[config.mk]
export PLATFORM = sky130hd
export DESIGN_NAME = bp_table_scheduler
export DESIGN_NICKNAME = d
export VERILOG_FILES = /design/src/rtl/bp_sched_pkg.sv /design/src/rtl/bp_upd_fifo.sv /design/src/rtl/bp_table_scheduler.sv
export SDC_FILE = /design/constraint.sdc
export NUM_CORES = 1
export LEC_CHECK = 0
export CORE_UTILIZATION = 40
export DETAILED_ROUTE_END_ITERATION = 10
export HOLD_SLACK_MARGIN = 0.12
export PLACE_DENSITY = 0.75
export SYNTH_ARGS = -nofsm -noshare
export SYNTH_HDL_FRONTEND = slang
export SYNTH_SLANG_ARGS = --single-unit
[constraint.sdc]
create_clock -name clk -period 1.75 [get_ports clk]
set_input_delay 0.175 -clock clk [delete_from_list [all_inputs] [get_ports clk]]
set_output_delay 0.175 -clock clk [all_outputs]
set_load 0.005 [all_outputs]
[src/rtl/bp_sched_pkg.sv]
// bp_sched_pkg -- shared state encoding, 2-bit counter constants and saturating update.
// Rev 1.0
`default_nettype none

package bp_sched_pkg;

  typedef enum logic [1:0] {
    ST_INIT   = 2'd0,
    ST_RUN    = 2'd1,
    ST_UPD_WR = 2'd2
  } sched_state_t;

  localparam logic [1:0] SNT = 2'd0;
  localparam logic [1:0] WNT = 2'd1;
  localparam logic [1:0] WT  = 2'd2;
  localparam logic [1:0] ST  = 2'd3;

  function automatic logic [1:0] sat_update(input logic [1:0] ctr, input logic taken);
    if (taken) return (ctr == ST) ? ST : ctr + 2'd1;
    else       return (ctr == SNT) ? SNT : ctr - 2'd1;
  endfunction

endpackage

`default_nettype wire

[src/rtl/bp_upd_fifo.sv]
// bp_upd_fifo -- small FIFO holding pending predictor updates {index, taken}.
// Rev 1.0
`default_nettype none

module bp_upd_fifo #(
  parameter int DEPTH = 4,
  parameter int WIDTH = 7
) (
  input  logic             clk,
  input  logic             reset,
  input  logic             push,
  input  logic [WIDTH-1:0] push_data,
  input  logic             pop,
  output logic [WIDTH-1:0] head,
  output logic             empty,
  output logic             full
);

  localparam int PTR_W = $clog2(DEPTH);
  localparam logic [PTR_W:0] FULL_CNT = (PTR_W+1)'(DEPTH);

  logic [WIDTH-1:0] mem [DEPTH];
  logic [PTR_W-1:0] wr_ptr;
  logic [PTR_W-1:0] rd_ptr;
  logic [PTR_W:0]   count;
  logic             push_ok;
  logic             pop_ok;

  assign empty   = (count == '0);
  assign full    = (count == FULL_CNT);
  assign push_ok = push && !full;
  assign pop_ok  = pop && !empty;
  assign head    = mem[rd_ptr];

  always_ff @(posedge clk) begin
    if (push_ok) mem[wr_ptr] <= push_data;
  end

  always_ff @(posedge clk or posedge reset) begin
    if (reset) begin
      wr_ptr <= '0;
      rd_ptr <= '0;
      count  <= '0;
    end else begin
      if (push_ok) wr_ptr <= wr_ptr + 1'b1;
      if (pop_ok)  rd_ptr <= rd_ptr + 1'b1;
      case ({push_ok, pop_ok})
        2'b10:   count <= count + 1'b1;
        2'b01:   count <= count - 1'b1;
        default: count <= count;
      endcase
    end
  end

endmodule

`default_nettype wire

[src/rtl/bp_table_scheduler.sv]
// bp_table_scheduler -- arbitrates one pattern-table port between lookups and queued updates.
// Optional statistics outputs enabled by defining BP_SCHED_STATS_EN. Rev 1.0
`default_nettype none

module bp_table_scheduler
  import bp_sched_pkg::*;
#(
  parameter int IDX_W      = 6,
  parameter int QDEPTH     = 4,
  parameter int STARVE_MAX = 8
) (
  input  logic             clk,
  input  logic             reset,
  input  logic             lk_valid,
  input  logic [31:0]      lk_pc,
  output logic             lk_ready,
  output logic             lk_resp_valid,
  output logic             lk_pred,
  input  logic             upd_valid,
  input  logic [31:0]      upd_pc,
  input  logic             upd_taken,
  output logic             upd_ready,
  output logic             tbl_en,
  output logic             tbl_we,
  output logic [IDX_W-1:0] tbl_idx,
  output logic [1:0]       tbl_wdata,
  input  logic [1:0]       tbl_rdata,
  output logic             init_done
`ifdef BP_SCHED_STATS_EN
  ,
  output logic [15:0]      stat_lookups,
  output logic [15:0]      stat_stalls
`endif
);

  localparam int SC_W = $clog2(STARVE_MAX + 1);
  localparam logic [SC_W-1:0] STARVE_LIM = SC_W'(STARVE_MAX);

  sched_state_t     state;
  sched_state_t     state_nxt;
  logic [IDX_W-1:0] init_idx;
  logic [SC_W-1:0]  starve_cnt;
  logic             lk_grant;
  logic             upd_grant;
  logic             q_push;
  logic             q_pop;
  logic             q_empty;
  logic             q_full;
  logic [IDX_W:0]   q_head;
  logic [IDX_W-1:0] lk_idx;
  logic [IDX_W-1:0] upd_idx;
  logic             unused_pc_bits;

  assign lk_idx         = lk_pc[IDX_W+1:2];
  assign upd_idx        = upd_pc[IDX_W+1:2];
  assign unused_pc_bits = ^{lk_pc[31:IDX_W+2], lk_pc[1:0], upd_pc[31:IDX_W+2], upd_pc[1:0]};

  assign init_done = (state != ST_INIT);
  assign upd_ready = init_done && !q_full;
  assign q_push    = upd_valid && upd_ready;
  assign lk_ready  = lk_grant;
  assign lk_pred   = lk_resp_valid && tbl_rdata[1];

  bp_upd_fifo #(
    .DEPTH(QDEPTH),
    .WIDTH(IDX_W + 1)
  ) u_fifo (
    .clk      (clk),
    .reset    (reset),
    .push     (q_push),
    .push_data({upd_idx, upd_taken}),
    .pop      (q_pop),
    .head     (q_head),
    .empty    (q_empty),
    .full     (q_full)
  );

  always_comb begin
    state_nxt = state;
    tbl_en    = 1'b0;
    tbl_we    = 1'b0;
    tbl_idx   = '0;
    tbl_wdata = WNT;
    lk_grant  = 1'b0;
    upd_grant = 1'b0;
    q_pop     = 1'b0;
    case (state)
      ST_INIT: begin
        // Port stays quiet while reset is held, even though state already reads INIT.
        tbl_en  = !reset;
        tbl_we  = !reset;
        tbl_idx = init_idx;
        if (init_idx == {IDX_W{1'b1}}) state_nxt = ST_RUN;
      end
      ST_RUN: begin
        if (lk_valid && (q_empty || starve_cnt < STARVE_LIM)) begin
          lk_grant = 1'b1;
          tbl_en   = 1'b1;
          tbl_idx  = lk_idx;
        end else if (!q_empty) begin
          upd_grant = 1'b1;
          tbl_en    = 1'b1;
          tbl_idx   = q_head[IDX_W:1];
          state_nxt = ST_UPD_WR;
        end
      end
      ST_UPD_WR: begin
        tbl_en    = 1'b1;
        tbl_we    = 1'b1;
        tbl_idx   = q_head[IDX_W:1];
        tbl_wdata = sat_update(tbl_rdata, q_head[0]);
        q_pop     = 1'b1;
        state_nxt = ST_RUN;
      end
      default: state_nxt = ST_INIT;
    endcase
  end

  always_ff @(posedge clk or posedge reset) begin
    if (reset) begin
      state         <= ST_INIT;
      init_idx      <= '0;
      starve_cnt    <= '0;
      lk_resp_valid <= 1'b0;
    end else begin
      state         <= state_nxt;
      lk_resp_valid <= lk_grant;
      if (state == ST_INIT) init_idx <= init_idx + 1'b1;
      if (upd_grant)
        starve_cnt <= '0;
      else if (lk_grant && !q_empty && starve_cnt < STARVE_LIM)
        starve_cnt <= starve_cnt + 1'b1;
    end
  end

`ifdef BP_SCHED_STATS_EN
  always_ff @(posedge clk or posedge reset) begin
    if (reset) begin
      stat_lookups <= '0;
      stat_stalls  <= '0;
    end else begin
      if (lk_grant && stat_lookups != 16'hFFFF) stat_lookups <= stat_lookups + 1'b1;
      if (state == ST_RUN && lk_valid && !lk_grant && stat_stalls != 16'hFFFF)
        stat_stalls <= stat_stalls + 1'b1;
    end
  end
`endif

endmodule

`default_nettype wire
# --- After elaboration in Yosys (flattened, before gate mapping) ---
# Memories as Yosys holds them, arrays and structs flattened.
# Cells that the tools add are included.
totals:
  register_bits: 20
  ram_bits: 28
  inputBits: 71
  output_inout_bits: 15
  elab_cells: 71
  n_memories: 1
op_classes:
  n_addsub: 8
  magnitude_cmp: 1
  n_eq_ne: 10
  mux: 25
  reduce_logical: 19
memory_table:
  columns: ["name", "depth", "width", "read_ports", "rd_ports_with_merged_regs", "write_ports", "line", "text"]
  rows:
  - ["u_fifo.mem", 4, 7, 1, 0, 1, "bp_upd_fifo.sv:22", "logic [WIDTH-1:0] mem [DEPTH];"]
op_table:
  columns: ["cell", "count"]
  rows:
  - ["$pmux 6 s3", 1]
  - ["$mux 2", 7]
  - ["$mux 6", 2]
  - ["$mux 1", 9]
  - ["$logic_and 1x1->1", 8]
  - ["$mux 4", 2]
  - ["$add 2x1->2 const B", 3]
  - ["$add 6x1->6 const B", 1]
  - ["$eq 2x2->1 const B", 3]
  - ["$eq 6x6->1 const B", 1]
  - ["$ne 2x2->1 const B", 3]
  - ["$pmux 2 s3", 1]
  - ["$pmux 3 s2", 1]
  - ["$reduce_bool 2->1", 3]
  - ["$add 4x1->4 const B", 1]
  - ["$eq 2x1->1 const B", 2]
  - ["$logic_not 2->1", 2]
  - ["$lt 4x4->1 const B", 1]
  - ["$add 3x1->3 const B", 1]
  - ["$eq 3x3->1 const B", 1]
  - ["$logic_not 1->1", 3]
  - ["$logic_not 3->1", 1]
  - ["$pmux 1 s3", 1]
  - ["$reduce_and 3->1", 1]
  - ["other kinds (4)", 4]

# --- Logic depth before layout (Yosys ltp) ---
depth:
  word_depth: 9
  depth_mapped: 9
  ltp_nobuf: 9

# --- Cells and area by module ---
# From an unflattened synthesis, not the netlist that was laid out.
unflattened:
  hier_cells: 163
  hier_area_um2: 2307.2
modules_own_cells:
  columns: ["mod", "n_inst", "cells_each", "area_per_inst_um2", "seq_area_each_um2"]
  rows:
  - ["bp_upd_fifo", 1, 75, 1453.9, 1016.0]
  - ["bp_table_scheduler", 1, 88, 853.3, 325.3]

# --- Worst setup path after synthesis ---
# OpenSTA, ideal clock, no wires.
synth_path:
  kind: "register to register"
  startpoint: "reg state[1]"
  endpoint: "reg u_fifo.count[2]"
  setup_ns: 0.079
  arrival_ns: 1.770
  required_ns: 1.671
  path_slack_ns: -0.100
  path_stages_with_launch: 10
  n_path_buf: 0
  period_less_slack_ns: 1.850
  path_cell_list: "dfrtp_1 nor2_2 a211oi_4 inv_1 ha_1 inv_1 fa_1 xor2_1 nor2_1 xor2_1"
synth_between:
  elab_chain_cells: 6
  word_cells_on_any_way: 11
  cone_classes: "3 x eq/ne; 2 x mux; 6 x reduce/logical"
synth_rtl:
  columns: ["element", "line", "text"]
  rows:
  - ["from (decl)", "bp_table_scheduler.sv:39", "sched_state_t state;"]
  - ["from (signal assigned)", "bp_table_scheduler.sv:126", "state <= state_nxt;"]
  - ["$reduce_bool 2->1", "bp_table_scheduler.sv:58", "assign init_done = (state != ST_INIT);"]
  - ["$logic_and 1x1->1", "bp_table_scheduler.sv:59", "assign upd_ready = init_done && !q_full;"]
  - ["$logic_and 1x1->1", "bp_table_scheduler.sv:60", "assign q_push = upd_valid && upd_ready;"]
  - ["$logic_and 1x1->1", "bp_upd_fifo.sv:31", "assign push_ok = push && !full;"]
  - ["$eq 2x1->1 or $eq 2x2->1 (tied branches)", "bp_upd_fifo.sv:47", "case ({push_ok, pop_ok})"]
  - ["$pmux 3 s2 or $reduce_bool 2->1 (tied branches)", null, null]
  - ["to (signal assigned)", "bp_upd_fifo.sv:48", "2'b10: count <= count + 1'b1;"]
  - ["to (signal assigned)", "bp_upd_fifo.sv:49", "2'b01: count <= count - 1'b1;"]
  - ["to (signal assigned)", "bp_upd_fifo.sv:50", "default: count <= count;"]
  - ["to (decl)", "bp_upd_fifo.sv:25", "logic [PTR_W:0] count;"]
# Parallel ways exist; a longest one is shown, timed or not.
# A chain may end at the register's enable or synchronous reset.

# --- Worst setup path in the final report ---
layout_path:
  startpoint: "reg u_fifo.count[1]"
  endpoint: "out tbl_idx[3]"
layout_between:
  elab_chain_cells: 5
  word_cells_on_any_way: 6
  cone_classes: "3 x mux; 3 x reduce/logical"
layout_rtl:
  columns: ["element", "line", "text"]
  rows:
  - ["$logic_not 3->1 *", "bp_upd_fifo.sv:29", "assign empty = (count == '0);"]
  - ["$logic_or 1x1->1", "bp_table_scheduler.sv:96", "if (lk_valid && (q_empty || starve_cnt < STARVE_LIM)) begin"]
  - ["$logic_and 1x1->1", "bp_table_scheduler.sv:96", null]
  - ["$mux 6 *", "bp_table_scheduler.sv:96", null]
  - ["$pmux 6 s3 *", "bp_table_scheduler.sv:87", "case (state)"]
  - ["to (decl)", "bp_table_scheduler.sv:25", "output logic [IDX_W-1:0] tbl_idx,"]
# Every way passes the cells marked *; elsewhere a longest branch is shown, timed or not.

==> flow_metrics.tcl <==
set metrics [dict create \
    power_density_nw_per_um2 1610 \
    dr_total_vias 1567 \
    start_kind "flip-flop" \
    p_int_w 0.00343 \
    tightestPinTransition_ns 0.307 \
    crit_chain "or3_4, a31oi_4, buf_6, o221ai_2, buf_2" \
    syn-cell-area_um2 2280 \
    power_frac_comb_pct 47.2 \
    antenna_cells 0 \
    max_freq_ghz 0.514 \
    drt_iter0_drc 70 \
    path_depth 5 \
    final_cell_mix "28 x buf_4, 28 x edfxtp_1, 24 x inv_1" \
    die_h_um 77.5 \
    fin_worst_skew_ns 0.0127 \
    dr.pass1.iters 4 \
    hold_viol 0 \
    drc_errors 0 \
    cap_violations 0 \
    dp_hpwl_um 3290 \
    synthCells 172 \
    crit_type "flip-flop to primary output" \
    setup_viol 11 \
    violations "negative setup slack" \
    rr_worst_depth 10 \
    finalPower_w 0.00520 \
    critPathSlowestCell "dfrtp_2" \
    yosys_warnings 0 \
    core-area_um2 5510 \
    synthMuxAreaShare_pct 8.35 \
    worst-r2r-setup-slack_ns -0.14 \
    ys_ff_latch 48 \
    cp_slowest_stage_delay_ns 0.45 \
    avgSynthCellArea_um2 13.2 \
    grt_pass1_wl_um 8070 \
    io_buffers 33 \
    dp_worst_setup_slack_ns -0.228 \
    ys_seq_area_share_pct 58.9 \
    insertion_delay_ns 0.31 \
    grt-ovfl-total 0 \
    min_period_over_period_pct 111 \
    fp-row-count 27 \
    wl_per_cell_um 14.9 \
    path_max_fanout 3 \
    required_ns 1.57 \
    fin_cells 321 \
    switching_share_pct 34.1 \
    place_area_um2 2920 \
    clock_sinks 48 \
    cts_tree "built" \
    min_period_ns 1.94 \
    die_w_um 77.5 \
    clkTransAtPathRegs_ns 0.10 \
    drtAntennaViolNets 0 \
    drive_gt1_share_pct 38.6 \
    synth_top_family_by_area "compound AO/OA/AOI/OAI gates" \
    place.gp.congestion 0.809 \
    antenna_found_initial 0 \
    relSlewSlack_pct 79.5 \
    setup_slack_ns -0.195 \
    nets 327 \
    power_switching_w 0.00177 \
    p_seq_share_pct 34.0 \
    crit_family "flip-flops" \
    clkPwrFrac_pct 18.8 \
    ys.flop_type "edfxtp_1" \
    hold_path_class "input port to asynchronous set/reset pin" \
    grt_usage_pct 17.7 \
    synth_edf_count 28 \
    grt_setup_unrepaired "true" \
    finalWirelength_um 4790 \
    synth_fa_ha_area_share_pct 4.72 \
    start_util_pct 41.4 \
    io_pins 86 \
    synthXorXnorAreaFrac_pct 4.23 \
    synthArstFlopShare_pct 41.7 \
    numCtsBuffers 5 \
    dp.cells 301 \
    drv_slew 0 \
    arrival_ns 1.77 \
    finish.utilization_pct 58.6 \
    end_kind "primary output" \
    synthToLayoutAreaGrowth_pct 41.6 \
    yosys.area_share.simple_pct 9.17 \
    syn_nets 251 \
    vias_per_cell 4.88 \
    grt_max_degree 21 \
    synth_compound_area_share_pct 9.34 \
    p_leak_nw 1.34 \
    grt_pass1_vias 1657 \
    htree_levels 2 \
    cp_num_buf_inv 2 \
    cts_buffer_depth 2 \
    synth_cell_types 36 \
    root_buffer "clkbuf_8" \
    final_area_um2 3230 \
    dieArea_um2 6000 \
    status "finished with violations" \
    ir_drop_v 0.000747 \
    hold_buffers 0 \
]
layout make-up:
class / instances / area, um2
clock inverter: 3 / 68.8
tap: 72 / 90.1
inverter: 25 / 93.8
multi-input combinational: 95 / 916
fill: 405 / 2280
sequential: 48 / 1350
clock buffer: 5 / 68.8
timing repair buffer: 73 / 639
worst register-to-register path, cell delays in order, from the launching register on:
cell and delay [ns]:
dfrtp_2 0.41, buf_4 0.17, nor2_4 0.16, a211oi_4 0.06
inv_1 0.06, ha_2 0.18, inv_2 0.04, fa_2 0.33
xor2_1 0.15, nor2_1 0.13, xor2_1 0.16
registers in the layout (all words and copies together) (netlist names):
register       count
starve_cnt         4
u_fifo.mem        28
u_fifo.rd_ptr      2
state              2
u_fifo.count       3
init_idx           6
lk_resp_valid      1
u_fifo.wr_ptr      2
per-layer routing:
layer  GRT usage [%]  part of all wire, %
met2            30.5                   52
met5               0                    0
met3            3.29                  2.7
met1            21.7                   44
met4            7.36                  2.1
path summary, 6_finish.rpt:
check                                 from              end
setup / recovery           u_fifo.count[1]       tbl_idx[3]
hold / removal                       reset      init_idx[0]
setup reg to reg                  state[1]  u_fifo.count[2]
hold reg to reg                init_idx[4]      init_idx[4]
max in group asynchronous            reset         state[1]
min in group clk               init_idx[4]      init_idx[4]
kinds of logic (layout without fill, tap and decap cells):
group	count (synthesis)	after routing
simple gates	39	39
fa+ha+maj	8	8
buf+inv	29	106
flops	48	48
compound gates	27	27
mux	10	10
xor+xnor	11	11
repair_timing:
action / 4_1_cts / 5_1_grt
pin swaps: 13 / 9
setup buffers: 12 / 4
gates resized for setup: 66 / 11
setup endpoints to repair: 14 / 12
power by group through the flow:
stage / combinational, W / clock (W) / sequential [W]
floorplan: 0.00125 / 0 / 0.00168
global placement: 0.00213 / 0 / 0.00175
detailed placement: 0.00219 / 0 / 0.00176
CTS: 0.00238 / 0.000981 / 0.00175
global route: 0.00269 / 0.00103 / 0.00181
finish: 0.00245 / 0.000978 / 0.00177
Yosys cell counts (2+ instances only):
cell type	instances	area [um2]
a21oi_1	4	20.0
and2_1	7	43.8
dfrtp_1	20	500
edfxtp_1	28	841
ha_1	7	87.6
inv_1	25	93.8
mux2_2	2	22.5
mux4_2	7	158
nand2_1	10	37.5
nand2b_1	5	31.3
nand3_1	3	15.0
nand4_1	3	18.8
nor2_1	4	15.0
nor2b_1	2	12.5
o21ai_0	11	55.1
o221ai_1	5	43.8
xnor2_1	7	61.3
xor2_1	4	35.0
metrics by stage:
stage | TNS [ns] | hold WS [ns]
floorplan | -0.00114 | 0.139
global placement | -1.33 | 0.488
detailed placement | -1.70 | 0.495
CTS | -1.69 | 0.241
global route | -2.38 | 0.283
finish | -1.57 | 0.237
(Power assumes the default switching activity.)
